File: src/rtl/mem_arb_pkg.sv
// Shared types and constants for the fetch/load-store memory arbiter.
package mem_arb_pkg;

  typedef enum logic [1:0] {
    IDLE  = 2'd0,
    ISSUE = 2'd1,
    WAIT  = 2'd2
  } arb_state_e;

  typedef enum logic {
    OWN_IF = 1'b0,
    OWN_DM = 1'b1
  } arb_owner_e;

  // Wide enough for any supported data width; users slice the low DATA_W/8 bits.
  localparam int MAX_BE_W = 64;
  localparam logic [MAX_BE_W-1:0] FETCH_BE_ALL = '1;

  // Width of a counter that must hold values 0..limit.
  function automatic int starve_cnt_w(input int limit);
    return (limit < 1) ? 1 : $clog2(limit + 1);
  endfunction

endpackage

File: src/rtl/mem_arbiter_if.sv
// Bundle of the fetch, load/store and memory-side handshakes around mem_arbiter.
interface mem_arbiter_if #(
  parameter int ADDR_W = 32,
  parameter int DATA_W = 32
);

  logic                  if_req;
  logic [ADDR_W-1:0]     if_addr;
  logic                  if_gnt;
  logic                  if_rvalid;
  logic [DATA_W-1:0]     if_rdata;

  logic                  dm_req;
  logic                  dm_we;
  logic [DATA_W/8-1:0]   dm_be;
  logic [ADDR_W-1:0]     dm_addr;
  logic [DATA_W-1:0]     dm_wdata;
  logic                  dm_gnt;
  logic                  dm_rvalid;
  logic [DATA_W-1:0]     dm_rdata;

  logic                  mem_req;
  logic                  mem_we;
  logic [DATA_W/8-1:0]   mem_be;
  logic [ADDR_W-1:0]     mem_addr;
  logic [DATA_W-1:0]     mem_wdata;
  logic                  mem_gnt;
  logic                  mem_rvalid;
  logic [DATA_W-1:0]     mem_rdata;

  // Arbiter view: requester inputs and memory responses in, grants and memory request out.
  modport slave (
    input  if_req, if_addr,
    input  dm_req, dm_we, dm_be, dm_addr, dm_wdata,
    input  mem_gnt, mem_rvalid, mem_rdata,
    output if_gnt, if_rvalid, if_rdata,
    output dm_gnt, dm_rvalid, dm_rdata,
    output mem_req, mem_we, mem_be, mem_addr, mem_wdata
  );

  // Environment view: requesters and memory model.
  modport master (
    output if_req, if_addr,
    output dm_req, dm_we, dm_be, dm_addr, dm_wdata,
    output mem_gnt, mem_rvalid, mem_rdata,
    input  if_gnt, if_rvalid, if_rdata,
    input  dm_gnt, dm_rvalid, dm_rdata,
    input  mem_req, mem_we, mem_be, mem_addr, mem_wdata
  );

endinterface

File: src/rtl/mem_arb_prio.sv
// Winner selection between fetch and load/store, data first.
// MEM_ARB_STARVE_GUARD_EN adds a starvation counter that forces a fetch win.
module mem_arb_prio
  import mem_arb_pkg::*;
#(
  parameter int STARVE_LIMIT = 4
) (
  input  logic       clk,
  input  logic       reset,
  input  logic       if_req,
  input  logic       dm_req,
  input  logic       arb_en,
  output logic       any_req,
  output arb_owner_e winner
);

  assign any_req = if_req | dm_req;

`ifdef MEM_ARB_STARVE_GUARD_EN

  localparam int CNT_W = starve_cnt_w(STARVE_LIMIT);
  localparam logic [CNT_W-1:0] CNT_MAX = CNT_W'(STARVE_LIMIT);

  logic [CNT_W-1:0] cnt_reg;
  logic             force_if;

  assign force_if = if_req && (cnt_reg >= CNT_MAX);
  assign winner   = (dm_req && !force_if) ? OWN_DM : OWN_IF;

  // Counts data wins that left a fetch waiting; any fetch win or idle fetch side restarts it.
  always_ff @(posedge clk or posedge reset) begin
    if (reset) begin
      cnt_reg <= '0;
    end else if (arb_en) begin
      if ((winner == OWN_IF) || !if_req) begin
        cnt_reg <= '0;
      end else if (cnt_reg < CNT_MAX) begin
        cnt_reg <= cnt_reg + 1'b1;
      end
    end
  end

`else

  assign winner = dm_req ? OWN_DM : OWN_IF;

  logic unused_guard;
  assign unused_guard = ^{clk, reset, arb_en, starve_cnt_w(STARVE_LIMIT)};

`endif

endmodule

File: src/rtl/mem_arbiter.sv
// Shares one single-ported memory between instruction fetch and load/store, one
// transaction in flight. MEM_ARB_STARVE_GUARD_EN enables the fetch starvation guard.
module mem_arbiter
  import mem_arb_pkg::*;
#(
  parameter int ADDR_W       = 32,
  parameter int DATA_W       = 32,
  parameter int STARVE_LIMIT = 4
) (
  input  logic          clk,
  input  logic          reset,
  mem_arbiter_if.slave  bus
);

  localparam int BE_W = DATA_W / 8;

  arb_state_e state_reg;
  arb_owner_e owner_reg;

  logic       any_req;
  logic       arb_en;
  arb_owner_e winner;
  logic       issuing;
  logic       waiting;
  logic       own_if;
  logic       own_dm;

  assign issuing = (state_reg == ISSUE);
  assign waiting = (state_reg == WAIT);
  assign own_if  = (owner_reg == OWN_IF);
  assign own_dm  = (owner_reg == OWN_DM);

  // Arbitration happens leaving IDLE or chaining straight out of a completed WAIT.
  assign arb_en = any_req && ((state_reg == IDLE) || (waiting && bus.mem_rvalid));

  mem_arb_prio #(
    .STARVE_LIMIT (STARVE_LIMIT)
  ) u_prio (
    .clk     (clk),
    .reset   (reset),
    .if_req  (bus.if_req),
    .dm_req  (bus.dm_req),
    .arb_en  (arb_en),
    .any_req (any_req),
    .winner  (winner)
  );

  always_ff @(posedge clk or posedge reset) begin
    if (reset) begin
      state_reg <= IDLE;
      owner_reg <= OWN_DM;
    end else begin
      case (state_reg)
        IDLE: begin
          if (any_req) begin
            owner_reg <= winner;
            state_reg <= ISSUE;
          end
        end
        ISSUE: begin
          if (bus.mem_gnt) begin
            state_reg <= WAIT;
          end
        end
        WAIT: begin
          if (bus.mem_rvalid) begin
            if (any_req) begin
              owner_reg <= winner;
              state_reg <= ISSUE;
            end else begin
              state_reg <= IDLE;
            end
          end
        end
        default: state_reg <= IDLE;
      endcase
    end
  end

  // Byte-lane attribute mux: fetches enable every lane and carry no write data.
  logic [BE_W-1:0]   be_mux;
  logic [DATA_W-1:0] wdata_mux;

  for (genvar gi = 0; gi < BE_W; gi++) begin : g_lane
    assign be_mux[gi]             = issuing & (own_if ? FETCH_BE_ALL[gi] : bus.dm_be[gi]);
    assign wdata_mux[gi*8 +: 8]   = (issuing && own_dm) ? bus.dm_wdata[gi*8 +: 8] : 8'h00;
  end

  assign bus.mem_req   = issuing;
  assign bus.mem_we    = issuing && own_dm && bus.dm_we;
  assign bus.mem_be    = be_mux;
  assign bus.mem_wdata = wdata_mux;
  assign bus.mem_addr  = issuing ? (own_if ? bus.if_addr : bus.dm_addr) : '0;

  // Grants and responses reach only the current owner; stray responses are dropped.
  assign bus.if_gnt    = issuing && own_if && bus.mem_gnt;
  assign bus.dm_gnt    = issuing && own_dm && bus.mem_gnt;
  assign bus.if_rvalid = waiting && own_if && bus.mem_rvalid;
  assign bus.dm_rvalid = waiting && own_dm && bus.mem_rvalid;
  assign bus.if_rdata  = (waiting && own_if) ? bus.mem_rdata : '0;
  assign bus.dm_rdata  = (waiting && own_dm) ? bus.mem_rdata : '0;

endmodule
File: src/flat_wrapper.sv
// flat-port wrapper written by rule: the top's interface ports become plain ports
module mem_arbiter_flat import mem_arb_pkg::*;
#(
  parameter int ADDR_W       = 32,
  parameter int DATA_W       = 32,
  parameter int STARVE_LIMIT = 4
)
  (clk, reset, bus_if_req, bus_if_addr, bus_dm_req, bus_dm_we, bus_dm_be, bus_dm_addr, bus_dm_wdata, bus_mem_gnt, bus_mem_rvalid, bus_mem_rdata, bus_if_gnt, bus_if_rvalid, bus_if_rdata, bus_dm_gnt, bus_dm_rvalid, bus_dm_rdata, bus_mem_req, bus_mem_we, bus_mem_be, bus_mem_addr, bus_mem_wdata);
  mem_arbiter_if #(.ADDR_W(ADDR_W), .DATA_W(DATA_W)) bus_i ();
  input  logic clk;
  input  logic reset;
  input wire logic [$bits(bus_i.if_req)-1:0] bus_if_req;
  input wire logic [$bits(bus_i.if_addr)-1:0] bus_if_addr;
  input wire logic [$bits(bus_i.dm_req)-1:0] bus_dm_req;
  input wire logic [$bits(bus_i.dm_we)-1:0] bus_dm_we;
  input wire logic [$bits(bus_i.dm_be)-1:0] bus_dm_be;
  input wire logic [$bits(bus_i.dm_addr)-1:0] bus_dm_addr;
  input wire logic [$bits(bus_i.dm_wdata)-1:0] bus_dm_wdata;
  input wire logic [$bits(bus_i.mem_gnt)-1:0] bus_mem_gnt;
  input wire logic [$bits(bus_i.mem_rvalid)-1:0] bus_mem_rvalid;
  input wire logic [$bits(bus_i.mem_rdata)-1:0] bus_mem_rdata;
  output wire logic [$bits(bus_i.if_gnt)-1:0] bus_if_gnt;
  output wire logic [$bits(bus_i.if_rvalid)-1:0] bus_if_rvalid;
  output wire logic [$bits(bus_i.if_rdata)-1:0] bus_if_rdata;
  output wire logic [$bits(bus_i.dm_gnt)-1:0] bus_dm_gnt;
  output wire logic [$bits(bus_i.dm_rvalid)-1:0] bus_dm_rvalid;
  output wire logic [$bits(bus_i.dm_rdata)-1:0] bus_dm_rdata;
  output wire logic [$bits(bus_i.mem_req)-1:0] bus_mem_req;
  output wire logic [$bits(bus_i.mem_we)-1:0] bus_mem_we;
  output wire logic [$bits(bus_i.mem_be)-1:0] bus_mem_be;
  output wire logic [$bits(bus_i.mem_addr)-1:0] bus_mem_addr;
  output wire logic [$bits(bus_i.mem_wdata)-1:0] bus_mem_wdata;
  assign bus_i.if_req = bus_if_req;
  assign bus_i.if_addr = bus_if_addr;
  assign bus_i.dm_req = bus_dm_req;
  assign bus_i.dm_we = bus_dm_we;
  assign bus_i.dm_be = bus_dm_be;
  assign bus_i.dm_addr = bus_dm_addr;
  assign bus_i.dm_wdata = bus_dm_wdata;
  assign bus_i.mem_gnt = bus_mem_gnt;
  assign bus_i.mem_rvalid = bus_mem_rvalid;
  assign bus_i.mem_rdata = bus_mem_rdata;
  assign bus_if_gnt = bus_i.if_gnt;
  assign bus_if_rvalid = bus_i.if_rvalid;
  assign bus_if_rdata = bus_i.if_rdata;
  assign bus_dm_gnt = bus_i.dm_gnt;
  assign bus_dm_rvalid = bus_i.dm_rvalid;
  assign bus_dm_rdata = bus_i.dm_rdata;
  assign bus_mem_req = bus_i.mem_req;
  assign bus_mem_we = bus_i.mem_we;
  assign bus_mem_be = bus_i.mem_be;
  assign bus_mem_addr = bus_i.mem_addr;
  assign bus_mem_wdata = bus_i.mem_wdata;
  mem_arbiter #(.ADDR_W(ADDR_W), .DATA_W(DATA_W), .STARVE_LIMIT(STARVE_LIMIT)) u_core (.clk(clk), .reset(reset), .bus(bus_i));
endmodule
File: config.mk
export PLATFORM = sky130hd
export DESIGN_NAME = mem_arbiter_flat
export DESIGN_NICKNAME = d
export VERILOG_FILES = /design/src/rtl/mem_arb_pkg.sv /design/src/rtl/mem_arbiter_if.sv /design/src/rtl/mem_arb_prio.sv /design/src/rtl/mem_arbiter.sv /design/src/flat_wrapper.sv
export SDC_FILE = /design/constraint.sdc
export NUM_CORES = 1
export LEC_CHECK = 0
export ABC_AREA = 0
export CORE_AREA = 2 2 108 110
export CTS_CLUSTER_SIZE = 28
export DETAILED_ROUTE_END_ITERATION = 10
export DIE_AREA = 0 0 110 112
export PLACE_DENSITY_LB_ADDON = 0.3
export RECOVER_POWER = 100
export SETUP_SLACK_MARGIN = 0.05
export SLEW_MARGIN = 5
export SYNTH_ARGS = -nofsm -noshare
export SYNTH_HDL_FRONTEND = slang
export SYNTH_SLANG_ARGS = --single-unit
File: constraint.sdc
create_clock -name clk -period 1.6 [get_ports clk]
set_clock_uncertainty 0.15 [all_clocks]
set_input_delay 0.4 -clock clk [delete_from_list [all_inputs] [get_ports clk]]
set_output_delay 0.4 -clock clk [all_outputs]
set_load 0.005 [all_outputs]
==> results of run 1 <==
## layout by cell type (no fill, tap or decap)
master | netlist | layout
a21oi_1 | 4 | 2
a21oi_2 | 0 | 2
a32o_1 | 1 | 1
and2_1 | 66 | 23
and2_4 | 0 | 43
and3_1 | 34 | 33
and3_4 | 1 | 6
buf_12 | 0 | 12
buf_16 | 0 | 9
buf_2 | 0 | 54
buf_4 | 7 | 24
buf_6 | 9 | 83
buf_8 | 0 | 1
clkbuf_1 | 5 | 1
clkbuf_16 | 0 | 5
clkbuf_2 | 0 | 21
clkdlybuf4s15_1 | 0 | 4
clkdlybuf4s15_2 | 0 | 11
clkdlybuf4s50_1 | 0 | 137
dfrtp_1 | 2 | 1
dfrtp_2 | 0 | 1
dfstp_2 | 1 | 1
dlygate4sd2_1 | 0 | 1
dlygate4sd3_1 | 0 | 2
dlymetal6s2s_1 | 0 | 2
inv_1 | 5 | 5
inv_2 | 2 | 1
inv_8 | 0 | 1
mux2i_1 | 32 | 31
mux2i_2 | 0 | 1
nand2_1 | 1 | 1
nand2b_1 | 1 | 1
nand2b_4 | 0 | 1
nand3_1 | 1 | 1
nor2_1 | 32 | 32
nor3b_2 | 0 | 1
nor3b_4 | 1 | 1
o21ai_0 | 2 | 2
o22ai_1 | 1 | 1
## cell type report
type                    instances  area, um^2
fillers                      1071        5821
repair buffers                363        3632
multi-input cells             183        1353
well taps                     143       178.9
clock buffers                   4       78.83
flip-flops and latches          3       77.57
inverters                       7       33.78
## worst max-delay path, stage by stage (launching register included)
cell	delay (ns)
dfstp_2	0.55
buf_6	0.11
buf_12	0.12
buf_12	0.11
buf_12	0.10
buf_12	0.10
buf_12	0.10
mux2i_1	0.17
nor2_1	0.06
buf_2	0.12
## logic make-up after synthesis
| logic type | Yosys count | share of synthesized area |
|---|---|---|
| simple gates | 139 | 0.5570 |
| mux | 32 | 0.2211 |
| buf+inv | 28 | 0.1373 |
| compound gates | 8 | 0.03196 |
| flops | 3 | 0.05268 |
## per-layer routing
metal | part of all wire | wire length, um
met4 | 0.0077 | 85
met1 | 0.34 | 3758
met3 | 0.10 | 1141
met5 | 0 | 0
met2 | 0.55 | 6037
## power by group through the flow
| stage | Sequential (mW) | Clock [mW] | Combinational (mW) |
|---|---|---|---|
| floorplan | 0.162 | 0 | 1.91 |
| global placement | 0.179 | 0 | 4.34 |
| detailed placement | 0.182 | 0 | 4.36 |
| CTS | 0.164 | 0.404 | 6.20 |
| global route | 0.181 | 0.416 | 6.73 |
| finish | 0.174 | 0.399 | 6.34 |
## timing repair
action                                  in CTS  in global routing
resized for setup                          500                110
buffers inserted                            54                  8
cloned                                      14                  2
endpoints found under the setup margin     138                139
pin swaps                                   35                  4
## path summary, 6_finish.rpt
kind / start / to / slack [ns] / cells past startpoint
worst max register to register: u_core.own_dm$_DFFE_PP1P_ / u_core.own_dm$_DFFE_PP1P_ / 0.02 / 7
min in group clk: u_core.state_reg[0]$_DFFE_PP0P_ / u_core.state_reg[0]$_DFFE_PP0P_ / 0.59 / 3
worst min-delay path: reset / u_core.state_reg[1]$_DFFE_PP0P_ / 0.33 / 2
worst min register to register: u_core.state_reg[0]$_DFFE_PP0P_ / u_core.state_reg[0]$_DFFE_PP0P_ / 0.59 / 3
max in group asynchronous: reset / u_core.own_dm$_DFFE_PP1P_ / 0.76 / 2
worst max-delay path: u_core.own_dm$_DFFE_PP1P_ / bus_mem_addr[19] / -0.72 / 9
==> qor.txt, run 1 <==
Routed Antenna Nets: 0
Seq/Total Area, Yosys: 0.05268
# port buffers: 276
Hold Buf Count CTS: 0
Critical Path AT: 1.77 ns
CP Data Required Time: 1.05 ns
Flops & latches, synth: 3
Setup TNS: -68.43 ns
Most used routing layer: met2
CTS Root Cell: clkbuf_16
Final worst slack: -0.7181 ns
Initial drt markers: 65
Drt first pass iters: 4
Cell Rows: 39
Psw: 2.483 mW
Synth cell types: 22
Placed Area: 0.004466 mm^2
Most frequently used flop master after synthesis: dfrtp_1
Hold slack: 0.3272 ns
Top cells by count, synth: and2_1, and3_1, mux2i_1, nor2_1, buf_6
Power Dens Cells: 1291 mW/mm^2
Clock Latency Late Sink: 0.22 ns
Seq pwr share: 0.025
Gr usage total: 0.1595
Relative slew slack: 0.8534
Fin area: 0.005354 mm^2
Clock Power Share: 0.058
Largest net degree at the start of global routing: 26
Ant diodes: 0
Die Span X: 110 um
Syn Inst Count: 210
Initial Util: 0.1297
Synthesized area per cell: 6.899 um^2
RSZ-0062 raised after global routing: true
Vias per inst: 4.077
Max-slew violations: 0
Max cap viols: 0
Failing checks: negative setup slack
Core Area: 0.01117 mm^2
GR Util met1: 0.1618
Worst Tran Pin Value: 0.2176 ns
M2 GR Usage: 0.3194
Status: finished, violations left
Hold Path Class: input pin to async pin
Final min period: 2.318 ns
Clock H-tree levels: 1
WL final: 11.02 mm
Final hold violations: 0
Worst-case vdd ir drop: 0.6234 mV
Critical Path Source Type: flip-flop
First-pass GRT wire length: 15.21 mm
Clk slew on worst S/H paths: 0.03 ns
Clk sinks: 3
Grt total ovfl: 0
Share of the synthesized area in the top cell type: 0.2850
Critical path peak fanout: 8
Sw frac: 0.3594
Pre-CTS setup slack: -0.6505 ns
Layout cell share with drive strength beyond 1: 0.4982
Crit Path Class: flip-flop to output port
# setup viols final: 138
Clock buffer depth: 2
EDFF count, synth: 0
Top cells by area, synth: and2_1, mux2i_1, and3_1
Dpl cells: 624
Die H: 112 um
Cell taking the most area after synthesis: and2_1
Final period utilization: 1.449
CTS tree: built
TritonCTS Buffers: 3
Initial antenna violation count: 0
Leak: 2.789 nW
Area grow syn2layout: 269.5%
Worst setup EP type: output port
Design Power: 6.909 mW
Most frequent cell after synthesis: and2_1
Avg WL per Cell: 15.68 um
Nets: 700
Mapped Nets: 349
Max frequency: 431.4 MHz
Yosys warnings: 0
Vias in the first global route: 2893
DP HPWL: 6.914 mm
Gpl congestion: 0.7858
Cell Area, Synth: 0.001449 mm^2
Fin util: 0.4791
DRC viols: 0
Final Non-Filler Cells: 703
Largest register FFs: 2
DR vias: 2866
Power share of the combinational group: 0.917
GR Util met3: 0.03864
FFs w/ async S/R, synth: 1.000
Pint: 4.426 mW
Die area: 0.01232 mm^2
Top-Level Pins: 277
Power figures use the tool's default switching activity.
==> run 2, diff against run 1 <==
--- a/config.mk
+++ b/config.mk
@@ -10,6 +10,7 @@
 export CTS_CLUSTER_SIZE = 28
 export DETAILED_ROUTE_END_ITERATION = 10
 export DIE_AREA = 0 0 110 112
+export DONT_BUFFER_PORTS = 1
 export PLACE_DENSITY_LB_ADDON = 0.3
 export RECOVER_POWER = 100
 export SETUP_SLACK_MARGIN = 0.05
==> run 2 against run 1 <==
  * The run still ends with negative setup slack left
  * Total power is 39% lower
  * Combinational power is 43% lower
  * Sequential cell count unchanged
  * Clock power down 2%
  * Via count is 43% lower
==> qor.txt, run 2 (same netlist as run 1, synthesis figures left out) <==
Status: finished, violations left
Failing checks: negative setup slack
Largest net degree at the start of global routing: 36
Crit Path Class: flip-flop to output port
GR Util met3: 0.01815
Nets: 360
Clock H-tree levels: 1
R2R setup slack: 0.28 ns
DR vias: 1639
Clock buffer depth: 2
Design Power: 4.221 mW
Cell Rows: 39
Hold Crit Depth: 1
Relative slew slack: 0.8397
Die Span X: 110 um
Vias in the first global route: 1406
WL final: 6.205 mm
Worst r2r path cells: 6
Final Non-Filler Cells: 368
Clk slew on worst S/H paths: 0.03 ns
Die area: 0.01232 mm^2
Reg-to-reg startpoint: u_core.state_reg[0]$_DFFE_PP0P_
CTS tree: built
Area of the multi-input gates: 0.001313 mm^2
Clock Latency Late Sink: 0.22 ns
Worst Tran Pin Value: 0.2405 ns
HP Start: bus_mem_gnt
CP Data Required Time: 1.05 ns
DRC viols: 0
Area grow syn2layout: 50.78%
Max-slew violations: 0
Final period utilization: 1.223
Drt first pass iters: 4
Critical path peak fanout: 35
CTS Root Cell: clkbuf_16
Critical Path AT: 1.41 ns
Initial drt markers: 45
RSZ-0062 raised after global routing: true
Fin util: 0.1955
Commonest non-fill, non-tap cell in the layout: and2_1
Top-Level Pins: 277
Final min period: 1.957 ns
First-pass GRT wire length: 7.810 mm
# port buffers: 0
Hold Path Class: input pin to flip-flop
Gr usage total: 0.08561
Max frequency: 511.0 MHz
Vias per inst: 4.454
Grt total ovfl: 0
Max cap viols: 0
Die H: 112 um
Initial Util: 0.1297
TritonCTS Buffers: 3
Largest register FFs: 2
Dpl cells: 342
Most used routing layer: met2
DP HPWL: 4.492 mm
GR Util met1: 0.08645
Leak: 1.069 nW
Power Dens Cells: 1932 mW/mm^2
Final worst slack: -0.3570 ns
Fin area: 0.002185 mm^2
Clk sinks: 3
Avg WL per Cell: 16.86 um
Initial antenna violation count: 5
Layout cell share with drive strength beyond 1: 0.3182
Worst flop-to-flop path endpoint: u_core.state_reg[1]$_DFFE_PP0P_
Worst setup EP type: output port
# setup viols final: 138
Worst-case vdd ir drop: 0.8012 mV
Core Area: 0.01117 mm^2
Placed Area: 0.001645 mm^2
Most frequent cells in the layout: and2_1, mux2i_1, nor2_1
Final hold violations: 0
WHS Endpoint: u_core.state_reg[0]$_DFFE_PP0P_
Routed Antenna Nets: 0
Register area: 77.57 um^2
Gpl congestion: 0.8057
Hold slack: 0.1357 ns
M2 GR Usage: 0.1718
Critical Path Source Type: flip-flop
Fillers: 1223
run 2: power breakdown:
group          internal (mW)  switching (mW)  leakage (nW)  total, mW
sequential             0.127          0.0629        0.0343      0.190
clock                  0.328          0.0636        0.0382      0.392
combinational           2.01            1.63         0.996       3.64
run 2: metrics by stage:
stage / setup slack (ns) / TNS (ns)
global route: -0.4100 / -48.25
finish: -0.3570 / -39.38
CTS: -0.3630 / -41.16
floorplan: -0.003385 / -0.1205
global placement: -0.1175 / -5.663
detailed placement: -0.1354 / -7.878
run 2: critical path, cell delays in order (launching register included):
cell     delay, ns
dfstp_2       0.59
buf_12        0.22
mux2i_1       0.26
nor2_1        0.08
run 2: metal layers:
| layer | up-vias | wire length, um |
|---|---|---|
| met5 | - | 0 |
| li1 | 714 | - |
| met4 | 0 | 86 |
| met2 | 169 | 3403 |
| met1 | 750 | 2043 |
| met3 | 6 | 672 |
run 2: layout make-up:
cell class,count,area share
multi-input combinational,179,0.6008
timing repair buffer,27,0.2245
tap,143,0.08190
clock buffer,4,0.03608
sequential,3,0.03551
inverter,7,0.01546
antenna,5,0.005727
run 2: timing repair:
action	CTS	global route
hold buffers	1	0
endpoints found under the hold margin	3	0
resized for setup	33	2
buffers inserted	7	1
pin swaps	3	0
endpoints found under the setup margin	138	138
cloned	9	0
run 2: worst max path at each step:
stage	slack [ns]	cells after the start	to	start
after floorplan	-0.003	4	bus_mem_addr[10]	u_core.own_dm$_DFFE_PP1P_
after global placement	-0.12	3	bus_mem_addr[0]	u_core.own_dm$_DFFE_PP1P_
after detailed placement	-0.14	3	bus_mem_addr[0]	u_core.own_dm$_DFFE_PP1P_
after CTS	-0.36	3	bus_mem_addr[0]	u_core.own_dm$_DFFE_PP1P_
after global routing	-0.41	3	bus_mem_addr[0]	u_core.own_dm$_DFFE_PP1P_
final	-0.36	3	bus_mem_addr[0]	u_core.own_dm$_DFFE_PP1P_
